==> src/rtl/miner_pkg.sv <==
// miner_pkg: shared state encoding and widths for the nonce scheduler.
package miner_pkg;
  typedef enum logic [1:0] {IDLE, RUN, REPORT, DONE} state_t;
  localparam int CYCLE_W    = 6;
  localparam int CORE_OUT_W = 33;
  localparam int NONCE_W    = 32;
endpackage

==> src/rtl/nonce_scheduler_lsb_pick.sv <==
// lsb_pick: lowest-set-bit priority encoder (req -> idx of lowest set bit, any = some bit set).
module lsb_pick #(
  parameter int W  = 4,
  parameter int IW = (W > 1) ? $clog2(W) : 1
) (
  input  logic [W-1:0]  req,
  output logic [IW-1:0] idx,
  output logic          any
);
  always_comb begin
    idx = '0;
    for (int i = W - 1; i >= 0; i--) if (req[i]) idx = IW'(i);
  end
  assign any = |req;
endmodule

==> src/rtl/nonce_scheduler.sv <==
// nonce_scheduler: sweeps a nonce range across NUM_CORES sha cores and reports flagged nonces.
//   start/abort/nonce_start/nonce_end: sweep control; core_result: packed {flag,nonce} per core
//   cycle/nonce: round counter and base nonce to cores; busy/done: status
//   found_valid/found_nonce/found_ack: result handshake; found_count: saturating report count
module nonce_scheduler
  import miner_pkg::*;
#(
  parameter int NUM_CORES    = 4,
  parameter int RESULT_CYCLE = 63
) (
  input  logic                            clk,
  input  logic                            n_rst,
  input  logic                            start,
  input  logic                            abort,
  input  logic [NONCE_W-1:0]              nonce_start,
  input  logic [NONCE_W-1:0]              nonce_end,
  input  logic [CORE_OUT_W*NUM_CORES-1:0] core_result,
  output logic [CYCLE_W-1:0]              cycle,
  output logic [NONCE_W-1:0]              nonce,
  output logic                            busy,
  output logic                            done,
  output logic                            found_valid,
  output logic [NONCE_W-1:0]              found_nonce,
  input  logic                            found_ack,
  output logic [15:0]                     found_count
);
  localparam int IW = (NUM_CORES > 1) ? $clog2(NUM_CORES) : 1;
  state_t                            state_q, state_d;
  logic [CYCLE_W-1:0]                cycle_q, cycle_d;
  logic [NONCE_W-1:0]                nonce_q, nonce_d, end_q, end_d;
  logic                              last_q, last_d;
  logic [NUM_CORES-1:0]              mask_q, mask_d, flags, mask_rest;
  logic [NUM_CORES-1:0][NONCE_W-1:0] cap_q, cap_d, core_nonce;
  logic [15:0]                       count_q, count_d;
  logic [IW-1:0]                     idx;
  logic                              any, go, res, acc, pass_last;

  for (genvar g = 0; g < NUM_CORES; g++) begin : g_core
    assign flags[g]      = core_result[CORE_OUT_W*g+NONCE_W];
    assign core_nonce[g] = core_result[CORE_OUT_W*g +: NONCE_W];
  end

  lsb_pick #(.W(NUM_CORES)) u_pick (.req(mask_q), .idx(idx), .any(any));

  // abort outranks every other event, so each event qualifier excludes it
  assign go        = start && !abort && (state_q == IDLE || state_q == DONE);
  assign res       = !abort && state_q == RUN && cycle_q == CYCLE_W'(RESULT_CYCLE);
  assign acc       = !abort && found_valid && found_ack;
  assign mask_rest = mask_q & ~(NUM_CORES'(1) << idx);
  // 33-bit compare so a pass that wraps past FFFFFFFF still terminates the sweep
  assign pass_last = ({1'b0, nonce_q} + (NONCE_W+1)'(NUM_CORES)) > {1'b0, end_q};

  always_comb begin
    state_d = state_q;
    if (abort) state_d = IDLE;
    else if (go) state_d = RUN;
    else if (res) state_d = |flags ? REPORT : pass_last ? DONE : RUN;
    else if (acc && mask_rest == '0) state_d = last_q ? DONE : RUN;
    cycle_d = (state_q == RUN && !res && !abort) ? cycle_q + CYCLE_W'(1) : '0;
    nonce_d = res ? nonce_q + NONCE_W'(NUM_CORES) : go ? nonce_start : nonce_q;
    end_d   = go ? nonce_end : end_q;
    last_d  = res ? pass_last : go ? 1'b0 : last_q;
    mask_d  = abort ? '0 : res ? flags : acc ? mask_rest : mask_q;
    cap_d   = res ? core_nonce : cap_q;
    count_d = go ? '0 : (acc && count_q != 16'hFFFF) ? count_q + 16'd1 : count_q;
  end

  always_ff @(posedge clk or negedge n_rst) begin
    if (!n_rst) begin
      state_q <= IDLE;
      cycle_q <= '0;
      nonce_q <= '0;
      end_q   <= '0;
      last_q  <= 1'b0;
      mask_q  <= '0;
      cap_q   <= '0;
      count_q <= '0;
    end else begin
      state_q <= state_d;
      cycle_q <= cycle_d;
      nonce_q <= nonce_d;
      end_q   <= end_d;
      last_q  <= last_d;
      mask_q  <= mask_d;
      cap_q   <= cap_d;
      count_q <= count_d;
    end
  end

  assign cycle       = cycle_q;
  assign nonce       = nonce_q;
  assign busy        = state_q == RUN || state_q == REPORT;
  assign done        = state_q == DONE;
  assign found_valid = state_q == REPORT && any;
  assign found_nonce = found_valid ? cap_q[idx] : '0;
  assign found_count = count_q;
endmodule
==> config.mk <==
export PLATFORM = sky130hd
export DESIGN_NAME = nonce_scheduler
export DESIGN_NICKNAME = d
export VERILOG_FILES = /design/src/rtl/miner_pkg.sv /design/src/rtl/nonce_scheduler_lsb_pick.sv /design/src/rtl/nonce_scheduler.sv
export SDC_FILE = /design/constraint.sdc
export NUM_CORES = 1
export LEC_CHECK = 0
export CAP_MARGIN = 20
export CORE_UTILIZATION = 42
export DETAILED_ROUTE_END_ITERATION = 10
export GPL_TIMING_DRIVEN = 0
export HOLD_SLACK_MARGIN = 0.02
export PLACE_DENSITY = 0.74
export SLEW_MARGIN = 25
export SYNTH_ARGS = -nofsm -noshare
export SYNTH_HDL_FRONTEND = slang
export SYNTH_SLANG_ARGS = --single-unit
export TNS_END_PERCENT = 100
==> constraint.sdc <==
create_clock -name clk -period 9.7 [get_ports clk]
set_input_delay 2.91 -clock clk [delete_from_list [all_inputs] [get_ports clk]]
set_output_delay 2.91 -clock clk [all_outputs]
set_load 0.005 [all_outputs]
After elaboration in Yosys (flattened, before gate mapping)

Index checks and enable logic that the tools add are counted.

Bits in registers: 221
Input port bits: 201

$add $sub $neg: 4
Reductions and logical operators: 23
$lt $le $gt $ge: 2
Bitwise gates (word level): 2
Mux-type cells: 24
Equality and inequality tests: 5
Shift-type cells: 1

Operator list:

| kind                                                | count |
|---|---|
| two-way mux 32 bit                                  | 4 |
| binary-select mux 32 bit (select 2 bit)             | 1 |
| adder 32 x 3 -> 33 bit (second input constant)      | 1 |
| greater-than comparator 33 x 32 -> 1 bit            | 1 |
| adder 32 x 3 -> 32 bit (second input constant)      | 1 |
| two-way mux 16 bit                                  | 2 |
| two-way mux 2 bit                                   | 11 |
| adder 16 x 1 -> 16 bit (second input constant)      | 1 |
| != test 16 bit (second input constant)              | 1 |
| two-way mux 4 bit                                   | 3 |
| logical AND 1 bit                                   | 11 |
| OR reduction 4 bit                                  | 2 |
| adder 6 x 1 -> 6 bit (second input constant)        | 1 |
| equality test 6 bit (second input constant)         | 1 |
| two-way mux 6 bit                                   | 1 |
| AND 4 bit                                           | 1 |
| equality test 2 bit (second input constant)         | 2 |
| zero test 4 bit                                     | 1 |
| NOT 4 bit                                           | 1 |
| nonzero test 2 bit                                  | 2 |
| nonzero test 4 bit                                  | 1 |
| << shifter 1 x 2 -> 4 bit (first input constant)    | 1 |
| < comparator 2 x 3 -> 1 bit (second input constant) | 1 |
| nonzero test 3 bit                                  | 1 |
| other kinds (5)                                     | 8 |

Logic depth before layout (Yosys ltp)

Depth after elaboration: 13
Gate-level depth with buffers: 13

By module

From an unflattened synthesis, not the netlist that was laid out.

Cells, all modules: 1267
Area total of the unflattened synthesis: 11328.4 µm²

Modules (own cells, without submodules):

| module          | area each (µm²) | instances | seq. area each (µm²) | cells each |
|---|---|---|---|---|
| nonce_scheduler | 11293.3         | 1         | 5530.3               | 1260 |
| lsb_pick        | 35.0            | 1         | 0.0                  | 7 |

Worst setup path before layout

Ideal clock, no wire load.

Kind: register to output
Start: register mask_q[2]
End: output port found_nonce[21]
Slack: 5.007 ns
Cell stages (with the launch flop): 7
Data arrival time: 1.783 ns
Required time: 6.790 ns
Buffers on the path: 1
Cell sequence: dfrtp_1 -> nand2b_1 -> a21o_1 -> buf_1 -> mux2_2 -> a222oi_1 -> nor2_1

Word-level cells in the longest chain between the ends: 6

RTL lines:

| item                                     | RTL line                       | source |
|---|---|---|
| from (decl)                              | nonce_scheduler.sv:32          | `logic [NUM_CORES-1:0] mask_q, mask_d, flags, mask_rest;` |
| from (signal assigned)                   | nonce_scheduler.sv:84          | `mask_q <= mask_d;` |
| two-way mux 2 bit (3 in series)          | nonce_scheduler_lsb_pick.sv:12 | `for (int i = W - 1; i >= 0; i--) if (req[i]) idx = IW'(i);` |
| binary-select mux 32 bit (select 2 bit)  | nonce_scheduler.sv:95          | `assign found_nonce = found_valid ? cap_q[idx] : '0;` |
| two-way mux 32 bit (not written as such) | nonce_scheduler.sv:95          |  |
| two-way mux 32 bit (*)                   | nonce_scheduler.sv:95          |  |
| to (decl)                                | nonce_scheduler.sv:23          | `output logic [NONCE_W-1:0] found_nonce,` |

Every way passes the cells marked *; elsewhere a longest branch is shown, timed or not. The select of a mux whose other input is x is not followed.

Worst setup path after layout

Start: register mask_q[0]
End: output port found_nonce[15]

Word-level cells in the longest chain between the ends: 4

RTL lines:

| item                                     | RTL line |
|---|---|
| two-way mux 2 bit                        | nonce_scheduler_lsb_pick.sv:12 |
| binary-select mux 32 bit (select 2 bit)  | nonce_scheduler.sv:95 |
| two-way mux 32 bit (not written as such) | nonce_scheduler.sv:95 |
| two-way mux 32 bit (*)                   | nonce_scheduler.sv:95 |

Marked as above.

==> metrics.txt <==
wirelength, routed=37.0 mm; maximum clock rate=0.155 GHz; WHS=0.471 ns; routed wl met3=3.14 mm; Worst-path clk slew=0.06 ns; area leader, netlist=dfrtp_1; status=finished with violations; GR Util All Layers=0.267; Max Cap Viol=0; Clock Skew=0.00874 ns; via/cell ratio=5.39; CTS root buffer=clkbuf_16; endpoints failing hold=0; Die Height=166 um; actual slew at the worst max-slew pin=0.899 ns; critical path required time=6.79 ns; port bufs=289; Syn Nets=1,544; dpl ws=3.86 ns; Routed met1 length=15.1 mm; Initial Util=0.431; Post-synth top flop=dfrtp_1; Cell Rows=59; Max clock buf depth=3; fin crit share=0.663; Seq cells post-synth=221; CP Launch Type=register; met2 WL=17.5 mm; post-CTS sizing=0; final setup margin=3.26 ns; pin count of the biggest net entering global routing=86; Final Max Slew Viols=0; Cell Area, Synth=11,300 um^2; Placeable Area=26,200 um^2; TritonCTS Sinks=221; Final GP Congestion=0.903; Clock Latency Late Sink=0.52 ns; setup violators final=0; via count=10,700; Yosys warning count=0; synthesized area per cell=8.66 um^2; CTS Hold Bufs=0; unrepaired setup endpoints after global routing=no; critical path type=reg -> out; peak supply drop=0.0878 mV; n_diodes=0; synth top area cells=dfrtp_1, nand2_1, ha_1, mux2_2, nor2_1; Pwr per Cell Area=157 nW/um^2; worst-path fanout max=10; die width=166 um; io pins=290; worst min-delay path class=reg -> reg; EDFF count, synth=0; GRT overflow=0; async set or reset register ratio after synthesis=1.00; vias in the first global route=10,900; Mapped Cells=1,305; Residual DRC=19; CP Capture Type=output port; Detail Route Antenna Nets=0; share of layout cells above drive strength 1=0.0640; initial antenna violation count=0; number of detailed-routing iterations run before antenna repair=10; top cell type's share of synthesized area=0.489; post-layout min period=6.44 ns; CTS H-tree depth=1; CTS tree=yes; register area share after synthesis=0.489; dpl hpwl=27.4 mm; Routed wire per std cell=18.7 um; die area=27,600 um^2; Num CTS Buffers=25; Syn-to-layout area delta=37.2%; First DRT Iteration DRCs=934; top-count cell post-synth=nand2_1; first-pass GRT wire length=58.2 mm; leakage power=7.27 nW; Netlist cell types=60; Rel. slew slack=0.396; Post-layout nets=1,862; failing checks=DRC; synth cell count leaders=nand2_1, dfrtp_1, nor2_1; Critical Path AT=3.53 ns; Post-CTS Setup Inserts=0; Top Layer Used=met4
power breakdown:
group          leakage [nW]  total (mW)  internal [mW]  switching [mW]
Combinational          3.90       0.435          0.231           0.205
Clock                 0.409       0.966          0.574           0.392
Sequential             2.96        1.03          0.973          0.0542
Total                  7.27        2.43           1.78           0.651
stage by stage:
stage | TNS (ns) | std cells | power, mW | utilization | area (um^2)
2_1_floorplan | 0 | 1305 | 1.24 | - | 11300
3_3_place_gp | -827.65 | 1929 | 1.46 | 0.558 | 14600
3_5_place_dp | 0 | 1931 | 1.47 | 0.560 | 14700
4_1_cts | 0 | 1975 | 2.44 | 0.592 | 15500
5_1_grt | 0 | 1975 | 2.53 | 0.592 | 15500
6_report | 0 | 1975 | 2.43 | 0.592 | 15500
final timing paths:
kind                                          endpoint             startpoint  slack (ns)  cells after the start
worst max-delay path                   found_nonce[15]  mask_q[0]$_DFFE_PN0P_        3.26                      7
worst min-delay path             cap_q[29]$_DFFE_PN0P_  cap_q[29]$_DFFE_PN0P_        0.47                      2
worst max register to register  state_q[1]$_DFFE_PN0P_   nonce[2]$_DFFE_PN0P_        5.37                     13
worst min register to register   cap_q[29]$_DFFE_PN0P_  cap_q[29]$_DFFE_PN0P_        0.47                      2
max in group asynchronous        cap_q[67]$_DFFE_PN0P_                  n_rst        6.57                      2
min in group asynchronous         nonce[1]$_DFFE_PN0P_                  n_rst        2.32                      1
registers in the layout, summed over array words and instances, names as in the netlist:
signal and count:
last_q 1, nonce 32, end_q 32, cap_q 128, mask_q 4, cycle 6, state_q 2, found_count 16
metal layers:
metal  global-route usage  vias to the layer above
met5                    0                        -
met4               0.0975                        0
met3               0.0515                       80
met2                0.453                      487
met1                0.340                     5078
li1                     -                     5008
cell type report:
class / count / area, um^2
well taps: 335 / 419
plain buffers: 73 / 319
flip-flops and latches: 221 / 5530
clock buffers: 29 / 671
inverters: 51 / 191
repair buffers: 291 / 2950
fillers: 2229 / 10700
clock inverters: 15 / 161
multi-input cells: 960 / 5260
critical path, stage by stage, from the launching register on:
cell and delay, ns:
dfrtp_1 0.35, buf_2 0.17, nor4_1 0.62, nand2b_1 0.22
clkbuf_1 0.38, clkbuf_1 0.54, nor2_1 0.22, clkdlybuf4s50_1 0.52
cells in the final DEF (no fill, tap or decap), types with 3 or more instances in the layout:
cell type        synthesis  routed
clkbuf_1                50      51
a31oi_1                  7       7
nand2_1                471     471
dfrtp_1                221     221
a21oi_1                 36      36
inv_1                   51      51
nor4_1                   5       5
bufinv_16                0       3
clkinvlp_4               0       3
a211oi_1                 5       5
buf_1                   13      13
o21a_1                   4       4
o22ai_1                  7       7
and4_1                   8       8
o31a_1                   3       3
a222oi_1                32      32
mux2_2                  34      34
o221a_2                  3       3
ha_1                    38      38
nor3_1                   5       5
clkbuf_16                0      25
xnor2_1                 23      23
buf_2                    4       4
clkbuf_8                 2       5
o21ai_0                 56      56
clkinv_2                 0       8
nand4_1                 14      14
nand3_1                 37      37
nor2_1                  96      96
and3_1                   4       4
clkdlybuf4s50_1          0     288
xor2_1                  24      24
a211o_1                  5       5
a21o_1                   7       7
kinds of logic after synthesis:
group / share of synthesized area
simple gates: 0.242
flops: 0.489
buf+inv: 0.0452
xor+xnor: 0.0364
fa+ha+maj: 0.0421
compound gates: 0.111
mux: 0.0348
No activity file was read; power rests on OpenSTA's default activity.
